==> config.mk <==
export PLATFORM = sky130hd
export DESIGN_NAME = my_uart_rx
export DESIGN_NICKNAME = d
export VERILOG_FILES = /design/src/rtl/my_uart_rx.sv
export SDC_FILE = /design/constraint.sdc
export NUM_CORES = 1
export LEC_CHECK = 0
export ABC_AREA = 1
export ABC_CLOCK_PERIOD_IN_PS = 1950
export CELL_PAD_IN_SITES_DETAIL_PLACEMENT = 0
export CELL_PAD_IN_SITES_GLOBAL_PLACEMENT = 1
export CORE_ASPECT_RATIO = 0.7
export CORE_MARGIN = 3
export CORE_UTILIZATION = 41
export CTS_CLUSTER_DIAMETER = 50
export DETAILED_ROUTE_END_ITERATION = 8
export HOLD_SLACK_MARGIN = 0.08
export PLACE_DENSITY = 0.74
export SLEW_MARGIN = 20
export SYNTH_ARGS = -nofsm -noshare
export SYNTH_HDL_FRONTEND = slang
export SYNTH_SLANG_ARGS = --single-unit
==> constraint.sdc <==
create_clock -name clk_1M -period 1.95 [get_ports clk_1M]
set_input_delay 0.39 -clock clk_1M [delete_from_list [all_inputs] [get_ports clk_1M]]
set_output_delay 0.39 -clock clk_1M [all_outputs]
set_load 0.005 [all_outputs]
==> src/rtl/my_uart_rx.sv <==
// my_uart_rx: receiver for the 23-slot two-channel AD sample frame.
// Ports: clk_1M (bit clock), rst (async, active low), rs232_rx (serial in, idles high),
//        Arx_data/Brx_data (last good frame bytes), rx_valid (1-cycle new-data pulse),
//        frame_err (1-cycle bad-frame pulse).
// Optional macro MY_UART_RX_CHECK_EN enables the fixed-slot checks, frame_err and ERR_WAIT.
module my_uart_rx (
    input  logic       clk_1M,
    input  logic       rst,
    input  logic       rs232_rx,
    output logic [7:0] Arx_data,
    output logic [7:0] Brx_data,
    output logic       rx_valid,
    output logic       frame_err
);

`ifdef MY_UART_RX_CHECK_EN
    typedef enum logic [1:0] {IDLE, RECV, DONE, ERR_WAIT} state_t;
`else
    typedef enum logic [1:0] {IDLE, RECV, DONE} state_t;
`endif

    state_t     state, state_nx;
    logic [4:0] idx, idx_nx;
    logic       sync1, rx_s;
    logic       armed;
    logic       arm_clr;
    logic       valid_nx;
    logic [7:0] a_sh, b_sh;

`ifdef MY_UART_RX_CHECK_EN
    logic       err_nx;
    logic       sticky;
    logic       stop_hi;
    logic       chk_slot;

    assign chk_slot = (idx == 5'd10) || (idx == 5'd11) ||
                      (idx == 5'd20) || (idx == 5'd21);
`else
    assign frame_err = 1'b0;
`endif

    always_comb begin
        state_nx = state;
        idx_nx   = idx;
        valid_nx = 1'b0;
`ifdef MY_UART_RX_CHECK_EN
        err_nx   = 1'b0;
`endif
        unique case (state)
            IDLE: begin
                if (armed && !rx_s) begin
                    state_nx = RECV;
                    idx_nx   = 5'd1;
                end
            end
            RECV: begin
                idx_nx = idx + 5'd1;
                if (idx == 5'd1 && rx_s) begin
                    state_nx = IDLE;
                end else if (idx == 5'd22) begin
                    state_nx = DONE;
`ifdef MY_UART_RX_CHECK_EN
                    // Stop slot is checked live; the sticky bit holds the rest.
                    if (sticky || !rx_s) err_nx = 1'b1;
                    else                 valid_nx = 1'b1;
`else
                    valid_nx = 1'b1;
`endif
                end
            end
            DONE: begin
                state_nx = IDLE;
`ifdef MY_UART_RX_CHECK_EN
                // A low stop slot means the line may be stuck low.
                if (frame_err && !stop_hi) state_nx = ERR_WAIT;
`endif
            end
`ifdef MY_UART_RX_CHECK_EN
            ERR_WAIT: begin
                if (rx_s) state_nx = IDLE;
            end
`endif
            default: state_nx = IDLE;
        endcase
    end

    always_comb begin
        arm_clr = (state_nx == RECV) && (state != RECV);
`ifdef MY_UART_RX_CHECK_EN
        if ((state_nx == ERR_WAIT) && (state != ERR_WAIT)) arm_clr = 1'b1;
`endif
    end

    always_ff @(posedge clk_1M or negedge rst) begin
        if (!rst) begin
            sync1    <= 1'b1;
            rx_s     <= 1'b1;
            state    <= IDLE;
            idx      <= 5'd0;
            armed    <= 1'b0;
            a_sh     <= 8'h00;
            b_sh     <= 8'h00;
            Arx_data <= 8'h00;
            Brx_data <= 8'h00;
            rx_valid <= 1'b0;
        end else begin
            sync1    <= rs232_rx;
            rx_s     <= sync1;
            state    <= state_nx;
            idx      <= idx_nx;
            rx_valid <= valid_nx;
            if (arm_clr)   armed <= 1'b0;
            else if (rx_s) armed <= 1'b1;
            if (state == RECV) begin
                if (idx >= 5'd2 && idx <= 5'd9)
                    a_sh <= {rx_s, a_sh[7:1]};
                if (idx >= 5'd12 && idx <= 5'd19)
                    b_sh <= {rx_s, b_sh[7:1]};
            end
            if (valid_nx) begin
                Arx_data <= a_sh;
                Brx_data <= b_sh;
            end
        end
    end

`ifdef MY_UART_RX_CHECK_EN
    always_ff @(posedge clk_1M or negedge rst) begin
        if (!rst) begin
            frame_err <= 1'b0;
            sticky    <= 1'b0;
            stop_hi   <= 1'b0;
        end else begin
            frame_err <= err_nx;
            if (state_nx == RECV && state != RECV)
                sticky <= 1'b0;
            else if (state == RECV && chk_slot && rx_s)
                sticky <= 1'b1;
            if (state == RECV && idx == 5'd22)
                stop_hi <= rx_s;
        end
    end
`endif

endmodule
==> results of run 1 <==
==> cell type report <==
type,count,area [sq um],area share (%)
clock buffer,6,72.57,3.396
clock inverter,1,30.03,1.405
inverter,13,52.55,2.459
multi-input combinational,141,645.6,30.21
sequential,43,1079,50.47
tap,52,65.06,3.044
timing repair buffer,20,192.7,9.016
==> state kept, by name, summed over array words and instances, names as in the netlist <==
signal / cells
a_sh: 8
b_sh: 8
Brx_data: 8
idx: 5
Arx_data: 8
sync1: 1
armed: 1
rx_s: 1
state: 2
rx_valid: 1
==> power groups by stage <==
stage	clock network, mW	registers, mW	logic (mW)
finish	0.661	1.30	0.929
global route	0.723	1.34	1.07
CTS	0.688	1.30	0.937
detailed placement	0	1.32	0.934
global placement	0	1.32	0.916
floorplan	0	1.27	0.694
==> cells in the mapped netlist (2+ instances only) <==
cell	count
nand2_1	93
dfrtp_1	41
nand3_1	22
inv_1	7
nor2_1	6
o21ai_0	5
inv_2	4
ha_1	3
dfstp_2	2
nand2_2	2
==> cells in the final DEF (no fill, tap or decap), types with 2 or more instances in the layout <==
cell	netlist	routed
inv_2	4	4
inv_1	7	7
nand2_2	2	2
o21ai_0	5	5
dfstp_2	2	2
ha_1	3	3
dfrtp_1	41	41
clkdlybuf4s50_1	0	18
clkbuf_8	0	5
nand2_1	93	93
nor2_1	6	6
nand3_1	22	22
==> layer usage <==
| metal | vias to the layer above | track usage (%) |
|---|---|---|
| li1 | 674 | - |
| met1 | 636 | 21.70 |
| met2 | 28 | 21.13 |
| met3 | 7 | 4.412 |
| met4 | 0 | 6.772 |
| met5 | - | 0 |
==> cells by family after synthesis <==
family / count (synthesis)
AND/OR/NAND/NOR: 129
flip-flops: 43
buffers and inverters: 16
AO/OA/AOI/OAI: 8
adder cells (fa/ha/maj): 3
other: 1
==> how the worst max path moves through the flow <==
stage | start | endpoint | cells after the start
3_5_place_dp | idx[0] | Brx_data[7] | 6
6_report | Arx_data[5] | Arx_data[5] | 1
5_1_grt | idx[0] | a_sh[1] | 9
3_3_place_gp | idx[0] | Brx_data[7] | 6
2_1_floorplan | idx[0] | a_sh[0] | 9
4_1_cts | Arx_data[4] | Arx_data[4] | 1
==> per-stage QoR <==
step / instances / area, sq um
3_3_place_gp: 269 / 2034
2_1_floorplan: 200 / 1800
3_5_place_dp: 269 / 2034
5_1_grt: 276 / 2137
4_1_cts: 276 / 2137
6_report: 276 / 2137
==> results.sh, run 1 <==
export IMPL_setup_viol=0
export IMPL_power_frac_comb_pct=32.1
export IMPL_grt_pass1_wl_microns=5913
export IMPL_synthToLayoutAreaGrowth_pct=18.69
export IMPL_core_area_sq_um=4065
export IMPL_status="complete, no violations"
export IMPL_grt_max_degree=44
export IMPL_synth_seq_cells=43
export IMPL_p_sw_share_pct=37.44
export IMPL_first_pass_iters=4
export IMPL_synth_simple_area_share_pct=31.13
export IMPL_critPathMaxFanout=2
export IMPL_antenna_found_initial=0
export IMPL_post_cts_resized_instances=0
export IMPL_synth_yosys_seq_area_share_pct=59.90
export IMPL_die_height_microns=61.45
export IMPL_synthDistinctLibCells=25
export IMPL_netlist_instances=200
export IMPL_post_cts_buffers=0
export IMPL_ir_worst_vdd_uv=605.7
export IMPL_wl_per_cell_microns=12.65
export IMPL_tritoncts="done"
export IMPL_hold_path_class="in2async"
export IMPL_met3_length_microns=156
export IMPL_setup_worst_path_end_class="primary output"
export IMPL_h_tree_depth=2
export IMPL_rrSetupSlack_ps=380
export IMPL_syn_area_sq_um=1800
export IMPL_synth_top_family_by_area="simple AND/OR/NAND/NOR gates"
export IMPL_wl_microns=3491
export IMPL_fin_nets=230
export IMPL_routed_top_layer="met4"
export IMPL_wl_met1_microns=1838
export IMPL_clkTransAtPathRegs_ps=80
export IMPL_clockBufferDepth=2
export IMPL_grt_usage_pct=15.09
export IMPL_clock_latency_ps=290
export IMPL_cts_num_sinks=43
export IMPL_grt_ovfl_total=0
export IMPL_timing_max_cap_violations=0
export IMPL_switching_power_mw=1.084
export IMPL_pin_count=21
export IMPL_timing_fmax_mhz=624.9
export IMPL_diodes=0
export IMPL_intPower_mw=1.811
export IMPL_timing_setup_tns_ps=0
export IMPL_r2r_end="Brx_data[7]"
export IMPL_gp_congestion=0.8607
export IMPL_fin_crit_ps=1600
export IMPL_cts_root_buf="clkbuf_8"
export IMPL_slew_viol_final=0
export IMPL_die_area_sq_um=5235
export IMPL_synth_edf_count=0
export IMPL_drive_gt1_share_pct=9.821
export IMPL_port_buffers=19
export IMPL_hold_ws_ps=151.7
export IMPL_synthMuxAreaShare_pct=0
export IMPL_fin_skew_ps=7.563
export IMPL_drc_errors=0
export IMPL_synth_top_area_share_pct=56.98
export IMPL_start_util_pct=44.29
export IMPL_start_kind="flip-flop"
export IMPL_seqPwrFrac_pct=45.1
export IMPL_synth_largest_area_cell="dfrtp_1"
export IMPL_ys_top_cells_by_area="dfrtp_1 (57%), nand2_1 (19%), nand3_1 (6.1%), dfstp_2 (2.9%), ha_1 (2.1%)"
export IMPL_rows=19
export IMPL_postSynthAreaPerCell_sq_um=9.002
export IMPL_grt_pass1_vias=1253
export IMPL_vias=1345
export IMPL_r2r_cells=6
export IMPL_drtAntennaViolNets=0
export IMPL_synth_fp_nets=206
export IMPL_wl_met2_microns=1426
export IMPL_power_leakage_nw=1.133
export IMPL_path_cells="clkdlybuf4s50_1"
export IMPL_fin_ws_ps=349.8
export IMPL_drt_iter0_drc=106
export IMPL_synth_compound_area_share_pct=2.432
export IMPL_synth_ff_type="dfrtp_1"
export IMPL_cp_data_required_time_ps=1560
export IMPL_synthAdderAreaFrac_pct=2.085
export IMPL_ys_warn_count=0
export IMPL_arrival_ps=1210
export IMPL_hold_viol=0
export IMPL_viasPerCell=4.873
export IMPL_cp_buffers_inverters=1
export IMPL_relSlewSlack_pct=64.68
export IMPL_synth_async_reset_ratio_pct=100.0
export IMPL_finish_utilization_pct=52.57
export IMPL_clkPwrFrac_pct=22.9
export IMPL_slowest_stage="clkdlybuf4s50_1"
export IMPL_pre_cts_ws_ps=365.6
export IMPL_die_w_microns=85.21
export IMPL_synth_xor_area_share_pct=0
export IMPL_p_per_area_nw_per_um2=1354
export IMPL_hpwl_microns=2401
export IMPL_rsz0062_at_grt="false"
export IMPL_cts_hold_fix_buffers=0
export IMPL_path_class="reg2out"
export IMPL_min_period_over_period_pct=82.06
export IMPL_fill_cells=370
export IMPL_numCtsBuffers=5
export IMPL_total_power_mw=2.894
export IMPL_critPathTopFamily="buffers and inverters"
export IMPL_tightestPinTransition_ps=529.8
export IMPL_cpPeakStageDelay_ps=520
export IMPL_crit_reg2reg_launch="idx[0]"
No activity file was read; power rests on OpenSTA's default activity.
==> inputs of run 2 (changes only) <==
--- a/config.mk
+++ b/config.mk
@@ -6,7 +6,7 @@
 export NUM_CORES = 1
 export LEC_CHECK = 0
 export ABC_AREA = 1
-export ABC_CLOCK_PERIOD_IN_PS = 1950
+export ABC_CLOCK_PERIOD_IN_PS = 1600
 export CELL_PAD_IN_SITES_DETAIL_PLACEMENT = 0
 export CELL_PAD_IN_SITES_GLOBAL_PLACEMENT = 1
 export CORE_ASPECT_RATIO = 0.7
==> constraint.sdc (replaced) <==
create_clock -name clk_1M -period 1.6 [get_ports clk_1M]
set_input_delay 0.32 -clock clk_1M [delete_from_list [all_inputs] [get_ports clk_1M]]
set_output_delay 0.32 -clock clk_1M [all_outputs]
set_load 0.005 [all_outputs]
==> results.sh, run 2 (synthesis results as in run 1) <==
export IMPL_core_area_sq_um=4065
export IMPL_cp_buffers_inverters=1
export IMPL_drt_iter0_drc=94
export IMPL_grt_pass1_vias=1290
export IMPL_multi_input_area_sq_um=655.6
export IMPL_wl_microns=3487
export IMPL_pin_count=21
export IMPL_viasPerCell=4.822
export IMPL_grt_usage_pct=15.38
export IMPL_ir_worst_vdd_uv=751.0
export IMPL_path_cells="clkdlybuf4s50_1"
export IMPL_fin_nets=234
export IMPL_cpPeakStageDelay_ps=510
export IMPL_drive_gt1_share_pct=12.23
export IMPL_hold_path_class="reg2reg"
export IMPL_arrival_ps=1150
export IMPL_final_area_sq_um=2190
export IMPL_wl_per_cell_microns=12.41
export IMPL_fin_crit_ps=1474
export IMPL_path_class="reg2out"
export IMPL_clkTransAtPathRegs_ps=70
export IMPL_setup_worst_path_end_class="primary output"
export IMPL_grt_ovfl_total=0
export IMPL_p_per_area_nw_per_um2=1611
export IMPL_start_util_pct=44.29
export IMPL_rows=19
export IMPL_clockBufferDepth=2
export IMPL_slew_viol_final=0
export IMPL_die_area_sq_um=5235
export IMPL_mostFrequentLayoutCells="nand2_1 (92), dfrtp_1 (41), nand3_1 (22)"
export IMPL_setup_viol=0
export IMPL_rsz0062_at_grt="false"
export IMPL_post_cts_buffers=0
export IMPL_hpwl_microns=2462
export IMPL_slowest_stage="clkdlybuf4s50_1"
export IMPL_critPathMaxFanout=2
export IMPL_gp_congestion=0.8949
export IMPL_timing_max_cap_violations=0
export IMPL_final_common_cell="nand2_1"
export IMPL_fin_skew_ps=5.231
export IMPL_numCtsBuffers=5
export IMPL_fill_cells=370
export IMPL_drc_errors=0
export IMPL_status="complete, no violations"
export IMPL_grt_pass1_wl_microns=6106
export IMPL_synthToLayoutAreaGrowth_pct=21.61
export IMPL_grt_max_degree=28
export IMPL_port_buffers=19
export IMPL_hold_viol=0
export IMPL_diodes=0
export IMPL_timing_fmax_mhz=678.3
export IMPL_clock_latency_ps=290
export IMPL_die_height_microns=61.45
export IMPL_timing_setup_tns_ps=0
export IMPL_critPathTopFamily="buffers and inverters"
export IMPL_h_tree_depth=2
export IMPL_first_pass_iters=4
export IMPL_min_period_over_period_pct=92.14
export IMPL_antenna_found_initial=0
export IMPL_placed_cell_area_sq_um=2069
export IMPL_die_w_microns=85.21
export IMPL_cp_data_required_time_ps=1280
export IMPL_regArea_sq_um=1079
export IMPL_vias=1355
export IMPL_cts_num_sinks=43
export IMPL_tritoncts="done"
export IMPL_drtAntennaViolNets=0
export IMPL_power_leakage_nw=1.155
export IMPL_start_kind="flip-flop"
export IMPL_cts_root_buf="clkbuf_8"
export IMPL_total_power_mw=3.528
[run 2: cell types whose count changed in the layout (fill, tap and decap cells not counted)]
cell           before  now
o21ai_0             5    4
ha_2                0    1
ha_1                3    2
buf_4               1    3
bufinv_16           1    0
clkbuf_8            5    7
o21ai_1             1    2
nand2_1            93   92
buf_12              0    1
nand2_4             1    2
dlygate4sd3_1       0    1
[run 2: layout make-up]
class / count / area share, %
Sequential cell: 43 / 49.26
Multi-Input combinational cell: 141 / 29.94
Timing Repair Buffer: 24 / 10.86
Clock buffer: 8 / 4.571
Tap cell: 52 / 2.971
Inverter: 13 / 2.400
[run 2: power breakdown]
| part | switching, mW | internal, mW |
|---|---|---|
| clock network | 0.346 | 0.394 |
| registers | 0.219 | 1.35 |
| logic | 0.780 | 0.435 |
| total | 1.35 | 2.18 |
[run 2: path summary, 6_finish.rpt]
path	slack (ps)	from	cells past startpoint	endpoint
worst min register to register	360	sync1	0	rx_s
max in group asynchronous	640	rst	3	a_sh[6]
worst max-delay path	130	Brx_data[6]	1	Brx_data[6]
min in group asynchronous	480	rst	2	Brx_data[2]
worst min-delay path	360	sync1	0	rx_s
worst max register to register	170	idx[0]	9	a_sh[6]
[run 2: per-layer routing]
layer / vias to the layer above / track usage (%) / share of wire, %
met4: 0 / 6.772 / 1.7
li1: 682 / - / -
met2: 21 / 22.57 / 43
met1: 644 / 21.40 / 52
met3: 8 / 4.412 / 3.9
met5: - / 0 / 0
[run 2: repair_timing]
action | CTS | global route
hold buffers | 1 | 0
endpoints found under the setup margin | 0 | 8
hold endpoints to repair | 14 | 0
gates resized for setup | 0 | 4
[run 2: through the flow]
step | hold WS [ps] | std cells | setup WS (ps) | util, %
2_1_floorplan | 24.41 | 200 | 228.6 | -
3_3_place_gp | 272.4 | 272 | 121.2 | 50.91
3_5_place_dp | 277.8 | 272 | 32.09 | 50.91
4_1_cts | 368.0 | 281 | 16.76 | 53.62
5_1_grt | 373.4 | 281 | 11.46 | 53.86
6_report | 363.9 | 281 | 125.8 | 53.86
==> inputs of run 3 (changes only) <==
--- a/config.mk
+++ b/config.mk
@@ -16,7 +16,7 @@
 export DETAILED_ROUTE_END_ITERATION = 8
 export HOLD_SLACK_MARGIN = 0.08
 export PLACE_DENSITY = 0.74
-export SLEW_MARGIN = 20
+export SETUP_SLACK_MARGIN = 0.3
 export SYNTH_ARGS = -nofsm -noshare
 export SYNTH_HDL_FRONTEND = slang
 export SYNTH_SLANG_ARGS = --single-unit
==> results.sh, run 3 (synthesis results as in run 1) <==
export IMPL_wl_per_cell_microns=13.03
export IMPL_slowest_stage="dfrtp_1"
export IMPL_cp_data_required_time_ps=1780
export IMPL_final_area_sq_um=2605
export IMPL_timing_critical_path_mode_cell="nand2_1"
export IMPL_hold_ws_ps=357.9
export IMPL_setup_viol=0
export IMPL_hold_depth=0
export IMPL_final_common_cell="nand2_1"
export IMPL_holdPathEnd="rx_s"
export IMPL_setup_worst_path_end_class="flip-flop"
export IMPL_die_w_microns=85.21
export IMPL_fin_ws_ps=209.5
export IMPL_rows=19
export IMPL_clockBufferDepth=2
export IMPL_fin_crit_ps=1391
export IMPL_diodes=0
export IMPL_path_cells="buf_6 -> inv_4 -> ha_4 -> nand4_4 -> buf_12 -> nand2_1 -> nand2_1"
export IMPL_start_util_pct=44.29
export IMPL_die_area_sq_um=5235
export IMPL_dp_cells=270
export IMPL_seqPwrFrac_pct=38.1
export IMPL_fin_nets=254
export IMPL_first_pass_iters=4
export IMPL_p_sw_share_pct=41.60
export IMPL_cts_root_buf="clkbuf_8"
export IMPL_fill_cells=327
export IMPL_power_frac_comb_pct=47.5
export IMPL_timing_max_cap_violations=0
export IMPL_hold_viol=0
export IMPL_h_tree_depth=2
export IMPL_arrival_ps=1570
export IMPL_viasPerCell=4.873
export IMPL_wl_microns=3897
export IMPL_antenna_found_initial=0
export IMPL_synthToLayoutAreaGrowth_pct=44.68
export IMPL_core_area_sq_um=4065
export IMPL_timing_fmax_mhz=719.1
export IMPL_numCtsBuffers=5
export IMPL_min_period_over_period_pct=86.91
export IMPL_hpwl_microns=2450
export IMPL_port_buffers=19
export IMPL_p_per_area_nw_per_um2=1662
export IMPL_pre_cts_ws_ps=127.0
export IMPL_drive_gt1_share_pct=38.06
export IMPL_switching_power_mw=1.801
export IMPL_r2r_end="Arx_data[2]"
export IMPL_drtAntennaViolNets=0
export IMPL_fin_skew_ps=5.525
export IMPL_tritoncts="done"
export IMPL_r2r_cells=7
export IMPL_critPathMaxFanout=7
export IMPL_ir_worst_vdd_uv=879.3
export IMPL_grt_usage_pct=15.46
export IMPL_grt_pass1_vias=1342
export IMPL_placed_cell_area_sq_um=2072
export IMPL_cts_num_sinks=43
export IMPL_critPathTopFamily="buffers and inverters"
export IMPL_cpPeakStageDelay_ps=390
export IMPL_pin_count=21
export IMPL_path_class="reg2reg"
export IMPL_grt_pass1_wl_microns=6210
export IMPL_die_height_microns=61.45
export IMPL_cp_buffers_inverters=3
export IMPL_clkTransAtPathRegs_ps=70
export IMPL_layoutNonFillerInstCount=299
export IMPL_drt_iter0_drc=30
export IMPL_clkPwrFrac_pct=14.3
export IMPL_drc_errors=0
export IMPL_intPower_mw=2.528
export IMPL_mostFrequentLayoutCells="nand2_1 (64), dfrtp_1 (37), nand2_2 (27)"
export IMPL_clock_latency_ps=290
export IMPL_grt_ovfl_total=0
export IMPL_start_kind="flip-flop"
export IMPL_rsz0062_at_grt="true"
export IMPL_slew_viol_final=0
export IMPL_power_leakage_nw=1.355
export IMPL_hold_path_class="reg2reg"
export IMPL_vias=1457
export IMPL_gp_congestion=0.8570
export IMPL_hold_start="sync1"
export IMPL_timing_setup_tns_ps=0
export IMPL_rrSetupSlack_ps=210
export IMPL_status="complete, no violations"
export IMPL_crit_reg2reg_launch="idx[0]"
export IMPL_grt_max_degree=28
-- run 3: cell types whose count changed in the layout (fill, tap and decap cells not counted), sizes merged --
cell           change
clkinvlp           +2
dlygate4sd2       +17
buf               +16
clkbuf             -1
nand2              +1
clkdlybuf4s50     -17
-- run 3: final cells by class --
type	instances	area [sq um]	share of cell area, %
sequential	43	1084	41.59
multi-input combinational	142	878.3	33.72
timing repair buffer	41	421.7	16.19
clock buffer	6	72.57	2.786
inverter	13	68.82	2.642
tap	52	65.06	2.498
timing repair inverter	2	15.01	0.5764
-- run 3: timing repair --
| action | in CTS | in global routing |
|---|---|---|
| cloned | 3 | 1 |
| pin swaps | 13 | 21 |
| endpoints found under the hold margin | 14 | 0 |
| buffers inserted | 13 | 5 |
| setup endpoints to repair | 49 | 33 |
| gates resized for setup | 51 | 42 |
| hold buffers | 1 | 0 |
-- run 3: metrics by stage --
stage | util, % | power [mW]
floorplan | - | 2.409
global placement | 50.97 | 2.725
detailed placement | 50.97 | 2.761
CTS | 59.03 | 3.984
global route | 64.08 | 4.637
finish | 64.08 | 4.329
-- run 3: how the worst max path moves through the flow --
stage | from | endpoint | slack (ps) | depth (start not counted)
3_5_place_dp | idx[0] | a_sh[4] | 130 | 9
2_1_floorplan | idx[0] | a_sh[0] | 300 | 9
3_3_place_gp | idx[0] | a_sh[5] | 180 | 9
4_1_cts | idx[0] | a_sh[4] | 210 | 8
6_report | idx[0] | Arx_data[2] | 210 | 7
5_1_grt | idx[0] | a_sh[0] | 130 | 8
-- run 3: power groups by stage --
stage / clock network [mW] / logic, mW / registers (mW)
global placement: 0 / 1.13 / 1.59
finish: 0.621 / 2.06 / 1.65
global route: 0.690 / 2.26 / 1.69
floorplan: 0 / 0.860 / 1.55
detailed placement: 0 / 1.16 / 1.60
CTS: 0.635 / 1.74 / 1.61
-- run 3: routing by layer --
metal | up-vias | part of all wire, % | track usage [%]
met4 | 0 | 1.4 | 5.418
met2 | 26 | 46 | 24.00
met1 | 693 | 50 | 20.99
met5 | - | 0 | 0
met3 | 6 | 3.3 | 4.545
li1 | 732 | - | -
